## config.mk

```make
export PLATFORM = sky130hd
export DESIGN_NAME = fifo_uart_tx_flat
export DESIGN_NICKNAME = d
export VERILOG_FILES = /design/src/rtl/fifo_uart_tx_if.sv /design/src/rtl/fifo_uart_tx.sv /design/src/flat_wrapper.sv
export SDC_FILE = /design/constraint.sdc
export NUM_CORES = 1
export LEC_CHECK = 0
export ABC_CLOCK_PERIOD_IN_PS = 3150
export CORE_MARGIN = 2
export CORE_UTILIZATION = 25
export DETAILED_ROUTE_END_ITERATION = 16
export GPL_ROUTABILITY_DRIVEN = 1
export GPL_TIMING_DRIVEN = 0
export PLACE_DENSITY = 0.4
export SYNTH_ARGS = -nofsm -noshare
export SYNTH_HDL_FRONTEND = slang
export SYNTH_SLANG_ARGS = --single-unit
```

## constraint.sdc

```tcl
create_clock -name clk -period 3.15 [get_ports clk]
set_input_delay 0.63 -clock clk [delete_from_list [all_inputs] [get_ports clk]]
set_output_delay 0.63 -clock clk [all_outputs]
set_load 0.1 [all_outputs]
```

## src/rtl/fifo_uart_tx_if.sv

```systemverilog
// FIFO read-port bundle between the synchronous byte FIFO and its UART drain stage.
interface fifo_uart_tx_if #(
  parameter int unsigned DATA_W = 8
) ();
  logic              fifo_rd_en;
  logic              fifo_empty;
  logic [DATA_W-1:0] fifo_dout;

  // master: the reader that issues pops; slave: the FIFO answering them.
  modport master (output fifo_rd_en, input fifo_empty, input fifo_dout);
  modport slave  (input fifo_rd_en, output fifo_empty, output fifo_dout);
endinterface

```

## src/rtl/fifo_uart_tx.sv

```systemverilog
// Drains bytes from the synchronous FIFO and serialises each one as a UART frame
// (start, DATA_W data bits LSB first, optional parity, STOP_BITS stop bits).
module fifo_uart_tx #(
  parameter int unsigned CLKS_PER_BIT = 16,
  parameter int unsigned DATA_W       = 8,
  parameter int unsigned PARITY_EN    = 0,
  parameter int unsigned PARITY_ODD   = 0,
  parameter int unsigned STOP_BITS    = 1
) (
  input  logic                  clk,
  input  logic                  reset,
  input  logic                  enable,
  fifo_uart_tx_if.master        fifo,
  output logic                  tx,
  output logic                  busy,
  output logic                  tx_done
);

  localparam int unsigned CntW = $clog2(CLKS_PER_BIT);
  localparam int unsigned SelW = $clog2(DATA_W);
  localparam int unsigned IdxW = SelW + 1;

  localparam logic [CntW-1:0] CntLast      = CntW'(CLKS_PER_BIT - 1);
  localparam logic [IdxW-1:0] IdxDataLast  = IdxW'(DATA_W - 1);
  localparam logic [IdxW-1:0] IdxStopLast  = IdxW'(STOP_BITS - 1);
  localparam logic            ParityInvert = (PARITY_ODD != 0);

  typedef enum logic [2:0] {
    StIdle,
    StFetch,
    StWait,
    StStart,
    StData,
    StParity,
    StStop
  } state_e;

  state_e            state_q, state_d;
  logic [CntW-1:0]   cnt_q, cnt_d;
  logic [IdxW-1:0]   idx_q, idx_d;
  logic [DATA_W-1:0] shreg_q, shreg_d;
  logic              tx_q, tx_d;
  logic              rd_en_q, rd_en_d;
  logic              done_q, done_d;

  logic bit_end;
  logic fetch_ok;

  always_comb begin
    state_d  = state_q;
    cnt_d    = cnt_q;
    idx_d    = idx_q;
    shreg_d  = shreg_q;
    done_d   = 1'b0;
    bit_end  = (cnt_q == CntLast);
    fetch_ok = enable && !fifo.fifo_empty;

    unique case (state_q)
      StIdle: begin
        if (fetch_ok) state_d = StFetch;
      end
      StFetch: state_d = StWait;
      StWait: begin
        // FIFO data is registered, so it is valid one cycle after the pop.
        shreg_d = fifo.fifo_dout;
        cnt_d   = '0;
        idx_d   = '0;
        state_d = StStart;
      end
      StStart: begin
        cnt_d = cnt_q + 1'b1;
        if (bit_end) begin
          cnt_d   = '0;
          state_d = StData;
        end
      end
      StData: begin
        cnt_d = cnt_q + 1'b1;
        if (bit_end) begin
          cnt_d = '0;
          if (idx_q == IdxDataLast) begin
            idx_d   = '0;
            state_d = (PARITY_EN != 0) ? StParity : StStop;
          end else begin
            idx_d = idx_q + 1'b1;
          end
        end
      end
      StParity: begin
        cnt_d = cnt_q + 1'b1;
        if (bit_end) begin
          cnt_d   = '0;
          idx_d   = '0;
          state_d = StStop;
        end
      end
      StStop: begin
        cnt_d = cnt_q + 1'b1;
        if (bit_end) begin
          cnt_d = '0;
          // idx counts stop bits here
          if (idx_q == IdxStopLast) begin
            idx_d   = '0;
            done_d  = 1'b1;
            state_d = fetch_ok ? StFetch : StIdle;
          end else begin
            idx_d = idx_q + 1'b1;
          end
        end
      end
      default: state_d = StIdle;
    endcase
  end

  // Line level and pop strobe are decoded from the next state so both are registered.
  always_comb begin
    tx_d    = 1'b1;
    rd_en_d = (state_d == StFetch);
    unique case (state_d)
      StStart:  tx_d = 1'b0;
      StData:   tx_d = shreg_d[idx_d[SelW-1:0]];
      StParity: tx_d = (^shreg_d) ^ ParityInvert;
      default:  tx_d = 1'b1;
    endcase
  end

  always_ff @(posedge clk) begin
    if (reset) begin
      state_q <= StIdle;
      cnt_q   <= '0;
      idx_q   <= '0;
      shreg_q <= '0;
      tx_q    <= 1'b1;
      rd_en_q <= 1'b0;
      done_q  <= 1'b0;
    end else begin
      state_q <= state_d;
      cnt_q   <= cnt_d;
      idx_q   <= idx_d;
      shreg_q <= shreg_d;
      tx_q    <= tx_d;
      rd_en_q <= rd_en_d;
      done_q  <= done_d;
    end
  end

  assign fifo.fifo_rd_en = rd_en_q;
  assign tx              = tx_q;
  assign busy            = (state_q != StIdle);
  assign tx_done         = done_q;

endmodule

```

## src/flat_wrapper.sv

```systemverilog
// flat-port wrapper written by rule: the top's interface ports become plain ports
module fifo_uart_tx_flat 
#(
  parameter int unsigned CLKS_PER_BIT = 16,
  parameter int unsigned DATA_W       = 8,
  parameter int unsigned PARITY_EN    = 0,
  parameter int unsigned PARITY_ODD   = 0,
  parameter int unsigned STOP_BITS    = 1
)
  (clk, reset, enable, tx, busy, tx_done, fifo_fifo_rd_en, fifo_fifo_empty, fifo_fifo_dout);
  fifo_uart_tx_if #(.DATA_W(DATA_W)) fifo_i ();
  input  logic clk;
  input  logic reset;
  input  logic enable;
  output logic tx;
  output logic busy;
  output logic tx_done;
  output wire logic [$bits(fifo_i.fifo_rd_en)-1:0] fifo_fifo_rd_en;
  input wire logic [$bits(fifo_i.fifo_empty)-1:0] fifo_fifo_empty;
  input wire logic [$bits(fifo_i.fifo_dout)-1:0] fifo_fifo_dout;
  assign fifo_fifo_rd_en = fifo_i.fifo_rd_en;
  assign fifo_i.fifo_empty = fifo_fifo_empty;
  assign fifo_i.fifo_dout = fifo_fifo_dout;
  fifo_uart_tx #(.CLKS_PER_BIT(CLKS_PER_BIT), .DATA_W(DATA_W), .PARITY_EN(PARITY_EN), .PARITY_ODD(PARITY_ODD), .STOP_BITS(STOP_BITS)) u_core (.clk(clk), .reset(reset), .enable(enable), .fifo(fifo_i), .tx(tx), .busy(busy), .tx_done(tx_done));
endmodule
```

==> results of run 1 <==
==> metal layers <==
metal / vias to the layer above / GRT usage
met4: 0 / 0.0254
li1: 632 / -
met2: 13 / 0.179
met1: 562 / 0.167
met5: - / 0
met3: 2 / 0.0170
==> tightest hold or removal path: stages (launching register included) <==
cell and delay [ps]:
sky130_fd_sc_hd__dfxtp_1 340, sky130_fd_sc_hd__inv_1 70, sky130_fd_sc_hd__a211oi_1 60
==> layout make-up <==
| type | count | area [µm²] | area share |
|---|---|---|---|
| timing repair buffer | 15 | 150 | 0.0866 |
| clock buffer | 4 | 55.1 | 0.0318 |
| tap | 72 | 90.1 | 0.0520 |
| multi-input combinational | 128 | 912 | 0.526 |
| sequential | 22 | 440 | 0.254 |
| buffer | 9 | 62.6 | 0.0361 |
| inverter | 6 | 22.5 | 0.0130 |
==> stage by stage <==
stage          std cells  total power, W  hold WS, ps
2_1_floorplan        165        0.000472          475
3_3_place_gp         252        0.000528          494
3_5_place_dp         252        0.000530          505
4_1_cts              256        0.000745          523
5_1_grt              256        0.000772          556
6_report             256        0.000735          518
==> logic make-up after synthesis <==
logic type,synth area share
simple gates,0.236
compound gates,0.197
flops,0.306
xor+xnor,0.0914
buf+inv,0.0592
mux,0.0844
fa+ha+maj,0.0261
==> state kept, by name, summed over array words and instances (netlist names) <==
| name | cells |
|---|---|
| u_core.shreg_q | 8 |
| u_core.tx | 1 |
| u_core.cnt_q | 4 |
| u_core.tx_done | 1 |
| u_core.fifo.fifo_rd_en | 1 |
| u_core.state_q | 3 |
| u_core.idx_q | 4 |
==> how the worst min path moves through the flow <==
stage | start | end | slack, ps | cells after the start
finish | u_core.idx_q[3]$_SDFFE_PP0P_ | u_core.idx_q[3]$_SDFFE_PP0P_ | 520 | 2
global route | u_core.idx_q[3]$_SDFFE_PP0P_ | u_core.idx_q[3]$_SDFFE_PP0P_ | 560 | 2
CTS | u_core.idx_q[3]$_SDFFE_PP0P_ | u_core.idx_q[3]$_SDFFE_PP0P_ | 520 | 2
detailed placement | u_core.idx_q[3]$_SDFFE_PP0P_ | u_core.idx_q[3]$_SDFFE_PP0P_ | 510 | 2
global placement | u_core.idx_q[3]$_SDFFE_PP0P_ | u_core.idx_q[3]$_SDFFE_PP0P_ | 490 | 2
floorplan | u_core.idx_q[3]$_SDFFE_PP0P_ | u_core.idx_q[3]$_SDFFE_PP0P_ | 470 | 2
==> where the power goes <==
part / switching (W) / internal (W)
Clock: 0.000102 / 0.000112
Sequential: 0.0000102 / 0.000292
Combinational: 0.000127 / 0.0000921
==> cells in the final DEF (no fill, tap or decap), types with 2 or more instances in the layout <==
master and instances:
sky130_fd_sc_hd__and3_1 4, sky130_fd_sc_hd__a22oi_1 6, sky130_fd_sc_hd__nand2_1 9, sky130_fd_sc_hd__nand3b_1 2, sky130_fd_sc_hd__dfxtp_1 22, sky130_fd_sc_hd__xnor2_1 15
sky130_fd_sc_hd__o21ai_0 5, sky130_fd_sc_hd__nand3_1 7, sky130_fd_sc_hd__nor2b_1 3, sky130_fd_sc_hd__mux2i_1 11, sky130_fd_sc_hd__a21oi_1 5, sky130_fd_sc_hd__ha_1 3
sky130_fd_sc_hd__clkbuf_8 4, sky130_fd_sc_hd__a311oi_1 2, sky130_fd_sc_hd__buf_4 5, sky130_fd_sc_hd__a31oi_1 2, sky130_fd_sc_hd__nor2_1 22, sky130_fd_sc_hd__clkdlybuf4s50_1 15
sky130_fd_sc_hd__and2b_1 2, sky130_fd_sc_hd__a21o_2 2, sky130_fd_sc_hd__nor3_1 4, sky130_fd_sc_hd__nor3b_2 2, sky130_fd_sc_hd__a221oi_1 2, sky130_fd_sc_hd__and4b_1 2
sky130_fd_sc_hd__buf_2 2, sky130_fd_sc_hd__inv_1 6
==> flow_metrics.env, run 1 <==
export IMPL_dr_pass1_iters=4
export IMPL_design_final_nets=200
export IMPL_yosys_area_top_type_share=0.306
export IMPL_wl_met2_mm=1.59
export IMPL_synth_top_flop_cell="sky130_fd_sc_hd__dfxtp_1"
export IMPL_worst_slew_pin_slew_ps=963
export IMPL_reg2reg_setup_slack_ps=930
export IMPL_layout_drive_gt1_share=0.125
export IMPL_grt_ovfl_total=0
export IMPL_ctsHtreeMaxLevel=1
export IMPL_timing_critical_path_required_ps=2520
export IMPL_drt_first_iter_violations=44
export IMPL_critPathLaunch="u_core.state_q[1]$_SDFF_PP0_"
export IMPL_final_period_utilization=0.903
export IMPL_grt_total_usage=0.115
export IMPL_synth_largest_area_cell="sky130_fd_sc_hd__dfxtp_1"
export IMPL_worst_endpoint_arrival_ps=2220
export IMPL_finalMaxSlewViolations=0
export IMPL_critPathLaunchType="flip-flop"
export IMPL_drv_cap=0
export IMPL_fin_tns_setup_ps=0
export IMPL_crit_chain="buf_2 > inv_1 > nand2_1 > clkdlybuf4s50_1"
export IMPL_fill_count=622
export IMPL_synth_nets=180
export IMPL_cts_setup_buffers=0
export IMPL_top_fanout_value_on_the_critical_path=10
export IMPL_finClkSkew_ps=8.29
export IMPL_die_area_um2=6370
export IMPL_yosys_register_bits=22
export IMPL_viasPerCell=4.72
export IMPL_fp_dieW_um=79.8
export IMPL_placementRows=27
export IMPL_place_gp_congestion=0.791
export IMPL_cell_types_occupying_the_most_area_after_synthesis="sky130_fd_sc_hd__dfxtp_1 31%, sky130_fd_sc_hd__xnor2_1 9.1%, sky130_fd_sc_hd__mux2i_1 7.7%, sky130_fd_sc_hd__nor2_1 5.7%, sky130_fd_sc_hd__a22oi_1 3.1%"
export IMPL_utilization=0.313
export IMPL_cts_resized_gates=0
export IMPL_antenna_found_initial=0
export IMPL_grt_max_degree=13
export IMPL_top_signal_layer_used="met4"
export IMPL_synthDistinctLibCells=44
export IMPL_route_met3_wl_um=74
export IMPL_worstSetupPathType="flip-flop to primary output"
export IMPL_period_minus_slack_ps=2850
export IMPL_fmax_ghz=0.351
export IMPL_drcViolationCount=0
export IMPL_core_footprint_um2=5540
export IMPL_area_growth_from_synthesis_to_layout_pct=20.5
export IMPL_maximum_buffer_depth_of_the_clock_tree=2
export IMPL_worst_path_buf_inv=3
export IMPL_ys_warn_count=0
export IMPL_dpl_instance_area_um2=1680
export IMPL_cts_hold_fix_buffers=0
export IMPL_path_depth=4
export IMPL_yosys_top_cells_count="22 x sky130_fd_sc_hd__dfxtp_1, 22 x sky130_fd_sc_hd__nor2_1, 15 x sky130_fd_sc_hd__xnor2_1, 11 x sky130_fd_sc_hd__mux2i_1, 9 x sky130_fd_sc_hd__nand2_1"
export IMPL_cts_root_buffer_cell="sky130_fd_sc_hd__clkbuf_8"
export IMPL_critical_path_endpoint="busy"
export IMPL_wl_met1_mm=1.82
export IMPL_initial_core_util=0.259
export IMPL_route_final_wire_length_mm=3.50
export IMPL_dp_slack_ps=581
export IMPL_antennaDiodeCount=0
export IMPL_numCtsBuffers=3
export IMPL_stdcell_area_um2=1730
export IMPL_pin_count=16
export IMPL_critical_path_endpoint_type="primary output"
export IMPL_die_height_um=79.8
export IMPL_syn_avg_cell_area_um2=8.71
export IMPL_synth_enable_flop_cells=0
export IMPL_worst_path_cell_with_the_longest_stage_delay="sky130_fd_sc_hd__clkdlybuf4s50_1"
export IMPL_clk_latency_ps=270
export IMPL_hold_viol_final=0
export IMPL_holdCritPathClass="flip-flop to flip-flop"
export IMPL_post_dp_hpwl_mm=2.68
export IMPL_worst_r2r_cell_count=7
export IMPL_worstReg2RegStart="u_core.idx_q[0]$_SDFF_PP0_"
export IMPL_grt_pass1_vias=1158
export IMPL_wl_per_cell_um=13.7
export IMPL_reg2reg_to="u_core.tx$_SDFF_PP1_"
export IMPL_outcome="complete, no violations"
export IMPL_netlist_instances=165
export IMPL_io_buffers=15
export IMPL_tritoncts_sink_count=22
export IMPL_power_per_cell_area_nw_per_um2=424
export IMPL_syn_cell_area_um2=1440
export IMPL_rsz0062_at_grt="false"
export IMPL_setup_violations_final=0
export IMPL_path_delay_family="buffers and inverters"
export IMPL_timing_max_slew_rel_slack=0.356
export IMPL_cts_tree="yes"
export IMPL_post_route_worst_setup_slack_ps=304
export IMPL_slowest_delay_ps=1120
export IMPL_synth_seq_area_share=0.306
export IMPL_ant_nets=0
export IMPL_synth_async_reset_ratio=0
export IMPL_grt_first_pass_wirelength_mm=5.74
export IMPL_detailroute_via_count=1209
export IMPL_leak_pwr_nw=0.623
export IMPL_cts_reportedPaths_clkPinSlew_ps=90
export IMPL_peakVddDrop_mv=0.131
(Power assumes the default switching activity.)
==> run 2, diff against run 1 <==
--- a/config.mk
+++ b/config.mk
@@ -5,13 +5,14 @@
 export SDC_FILE = /design/constraint.sdc
 export NUM_CORES = 1
 export LEC_CHECK = 0
-export ABC_CLOCK_PERIOD_IN_PS = 3150
+export ABC_CLOCK_PERIOD_IN_PS = 2420
 export CORE_MARGIN = 2
 export CORE_UTILIZATION = 25
 export DETAILED_ROUTE_END_ITERATION = 16
 export GPL_ROUTABILITY_DRIVEN = 1
 export GPL_TIMING_DRIVEN = 0
-export PLACE_DENSITY = 0.4
+export PLACE_DENSITY = 0.41
+export SLEW_MARGIN = 30
 export SYNTH_ARGS = -nofsm -noshare
 export SYNTH_HDL_FRONTEND = slang
 export SYNTH_SLANG_ARGS = --single-unit
==> constraint.sdc (replaced) <==
create_clock -name clk -period 2.42 [get_ports clk]
set_input_delay 0.484 -clock clk [delete_from_list [all_inputs] [get_ports clk]]
set_output_delay 0.484 -clock clk [all_outputs]
set_load 0.1 [all_outputs]
==> run 2 against run 1 <==
Compared with the run above: global-route usage rose by 0.32 points; register-to-register slack worse by 750 ps; design area down 0.79%; sequential cell count stayed put; sequential power rose by 30%; first-iteration DRC count rose by 100%; cell count is 0.39% lower; largest cell class unchanged; setup slack worse by 120 ps.
==> flow_metrics.env, run 2 (synthesis gave the netlist of run 1 again) <==
export IMPL_holdCritStartpoint="u_core.idx_q[3]$_SDFFE_PP0P_"
export IMPL_cts_reportedPaths_clkPinSlew_ps=90
export IMPL_critical_path_endpoint_type="flip-flop"
export IMPL_grt_total_usage=0.118
export IMPL_antennaDiodeCount=0
export IMPL_power_switching_w=0.000312
export IMPL_top_fanout_value_on_the_critical_path=6
export IMPL_worstReg2RegStart="u_core.cnt_q[0]$_SDFFE_PP0P_"
export IMPL_placementRows=27
export IMPL_drt_first_iter_violations=90
export IMPL_layout_common_cells="22 x sky130_fd_sc_hd__nor2_1, 22 x sky130_fd_sc_hd__dfxtp_1, 15 x sky130_fd_sc_hd__xnor2_1"
export IMPL_netSwitchingFraction=0.339
export IMPL_numCtsBuffers=3
export IMPL_worst_slew_pin_slew_ps=966
export IMPL_cts_root_buffer_cell="sky130_fd_sc_hd__clkbuf_8"
export IMPL_dr_pass1_iters=4
export IMPL_largest_register_ff_count=8
export IMPL_viasPerCell=4.87
export IMPL_cts_setup_buffers=0
export IMPL_route_final_wire_length_mm=3.43
export IMPL_worstSetupPathType="flip-flop to flip-flop"
export IMPL_post_dp_hpwl_mm=2.60
export IMPL_cts_tree="yes"
export IMPL_finalMaxSlewViolations=0
export IMPL_final_period_utilization=0.925
export IMPL_io_buffers=15
export IMPL_design_final_nets=200
export IMPL_core_footprint_um2=5540
export IMPL_holdCritPathClass="flip-flop to flip-flop"
export IMPL_layout_drive_gt1_share=0.131
export IMPL_period_minus_slack_ps=2240
export IMPL_worst_endpoint_arrival_ps=2380
export IMPL_peakVddDrop_mv=0.279
export IMPL_grt_max_degree=12
export IMPL_grt_pass1_vias=1206
export IMPL_drv_cap=0
export IMPL_antenna_found_initial=0
export IMPL_fp_dieW_um=79.8
export IMPL_power_sequential_fraction=0.427
export IMPL_post_place_cells=252
export IMPL_pin_count=16
export IMPL_power_per_cell_area_nw_per_um2=535
export IMPL_ctsHtreeMaxLevel=1
export IMPL_layoutNonFillerInstCount=255
export IMPL_stdcell_area_um2=1720
export IMPL_detailroute_via_count=1241
export IMPL_outcome="complete, no violations"
export IMPL_comb_power_share=0.308
export IMPL_hold_viol_final=0
export IMPL_grt_ovfl_total=0
export IMPL_tritoncts_sink_count=22
export IMPL_maximum_buffer_depth_of_the_clock_tree=2
export IMPL_fin_tns_setup_ps=0
export IMPL_die_area_um2=6370
export IMPL_leak_pwr_nw=0.616
export IMPL_dpl_instance_area_um2=1680
export IMPL_layout_top_registers="u_core.shreg_q (8), u_core.cnt_q (4), u_core.idx_q (4)"
export IMPL_wl_per_cell_um=13.5
export IMPL_initial_core_util=0.259
export IMPL_grt_first_pass_wirelength_mm=5.92
export IMPL_fmax_ghz=0.447
export IMPL_area_growth_from_synthesis_to_layout_pct=19.6
export IMPL_finClkSkew_ps=2.75
export IMPL_place_gp_congestion=0.810
export IMPL_power_report_internal_total_w=0.000608
export IMPL_drcViolationCount=0
export IMPL_die_height_um=79.8
export IMPL_clock_power_share=0.265
export IMPL_critPathLaunchType="flip-flop"
export IMPL_ant_nets=0
export IMPL_setup_violations_final=0
export IMPL_timing_max_slew_rel_slack=0.354
export IMPL_top_register="u_core.shreg_q"
export IMPL_rsz0062_at_grt="false"
export IMPL_critPathLaunch="u_core.cnt_q[0]$_SDFFE_PP0P_"
export IMPL_timing_critical_path_required_ps=2560
export IMPL_clk_latency_ps=270
-- run 2: path summary, 6_finish.rpt --
check / to / slack, ps / cells after the start
min: u_core.idx_q[3]$_SDFFE_PP0P_ / 520 / 2
max reg2reg: u_core.tx$_SDFF_PP1_ / 180 / 7
max: u_core.tx$_SDFF_PP1_ / 180 / 7
min reg2reg: u_core.idx_q[3]$_SDFFE_PP0P_ / 520 / 2
-- run 2: final cells by class --
| class | count | area, µm² |
|---|---|---|
| repair buffers | 15 | 145 |
| flip-flops and latches | 22 | 440 |
| clock buffers | 3 | 41.3 |
| well taps | 72 | 90.1 |
| inverters | 6 | 22.5 |
| multi-input cells | 128 | 917 |
| plain buffers | 9 | 62.6 |
| fillers | 598 | 3820 |
-- run 2: power groups by stage --
stage | Sequential, W | Clock [W] | Combinational (W)
final | 0.000393 | 0.000243 | 0.000284
after global routing | 0.000395 | 0.000265 | 0.000308
after CTS | 0.000393 | 0.000247 | 0.000287
after detailed placement | 0.000401 | 0 | 0.000289
after global placement | 0.000401 | 0 | 0.000287
after floorplan | 0.000426 | 0 | 0.000189
-- run 2: metrics by stage --
| stage | utilization | hold slack [ps] | power, W | setup slack, ps |
|---|---|---|---|---|
| 5_1_grt | 0.310 | 542 | 0.000969 | 39.5 |
| 2_1_floorplan | - | 475 | 0.000615 | 529 |
| 4_1_cts | 0.310 | 526 | 0.000928 | 33.3 |
| 3_5_place_dp | 0.303 | 510 | 0.000689 | 64.4 |
| 3_3_place_gp | 0.303 | 498 | 0.000688 | 27.1 |
| 6_report | 0.310 | 519 | 0.000920 | 181 |
-- run 2: worst max-delay path: stages (launching register included) --
cell and delay [ps]:
sky130_fd_sc_hd__dfxtp_1 410, sky130_fd_sc_hd__ha_1 290, sky130_fd_sc_hd__nand3_1 280, sky130_fd_sc_hd__a221o_1 430
sky130_fd_sc_hd__a211oi_4 310, sky130_fd_sc_hd__a21oi_1 70, sky130_fd_sc_hd__a22oi_1 180, sky130_fd_sc_hd__nand4_1 130
-- run 2: timing repair --
item,CTS,global route
hold buffers,0,0
gates resized for setup,1,3
endpoints found under the setup margin,1,2
-- run 2: per-layer routing --
metal	track usage	up-vias	wire [µm]	part of all wire
met5	0	-	0	0
met4	0.0305	0	37	0.011
met3	0.0170	4	102	0.030
met2	0.182	21	1500	0.44
met1	0.171	583	1790	0.52
li1	-	633	-	-
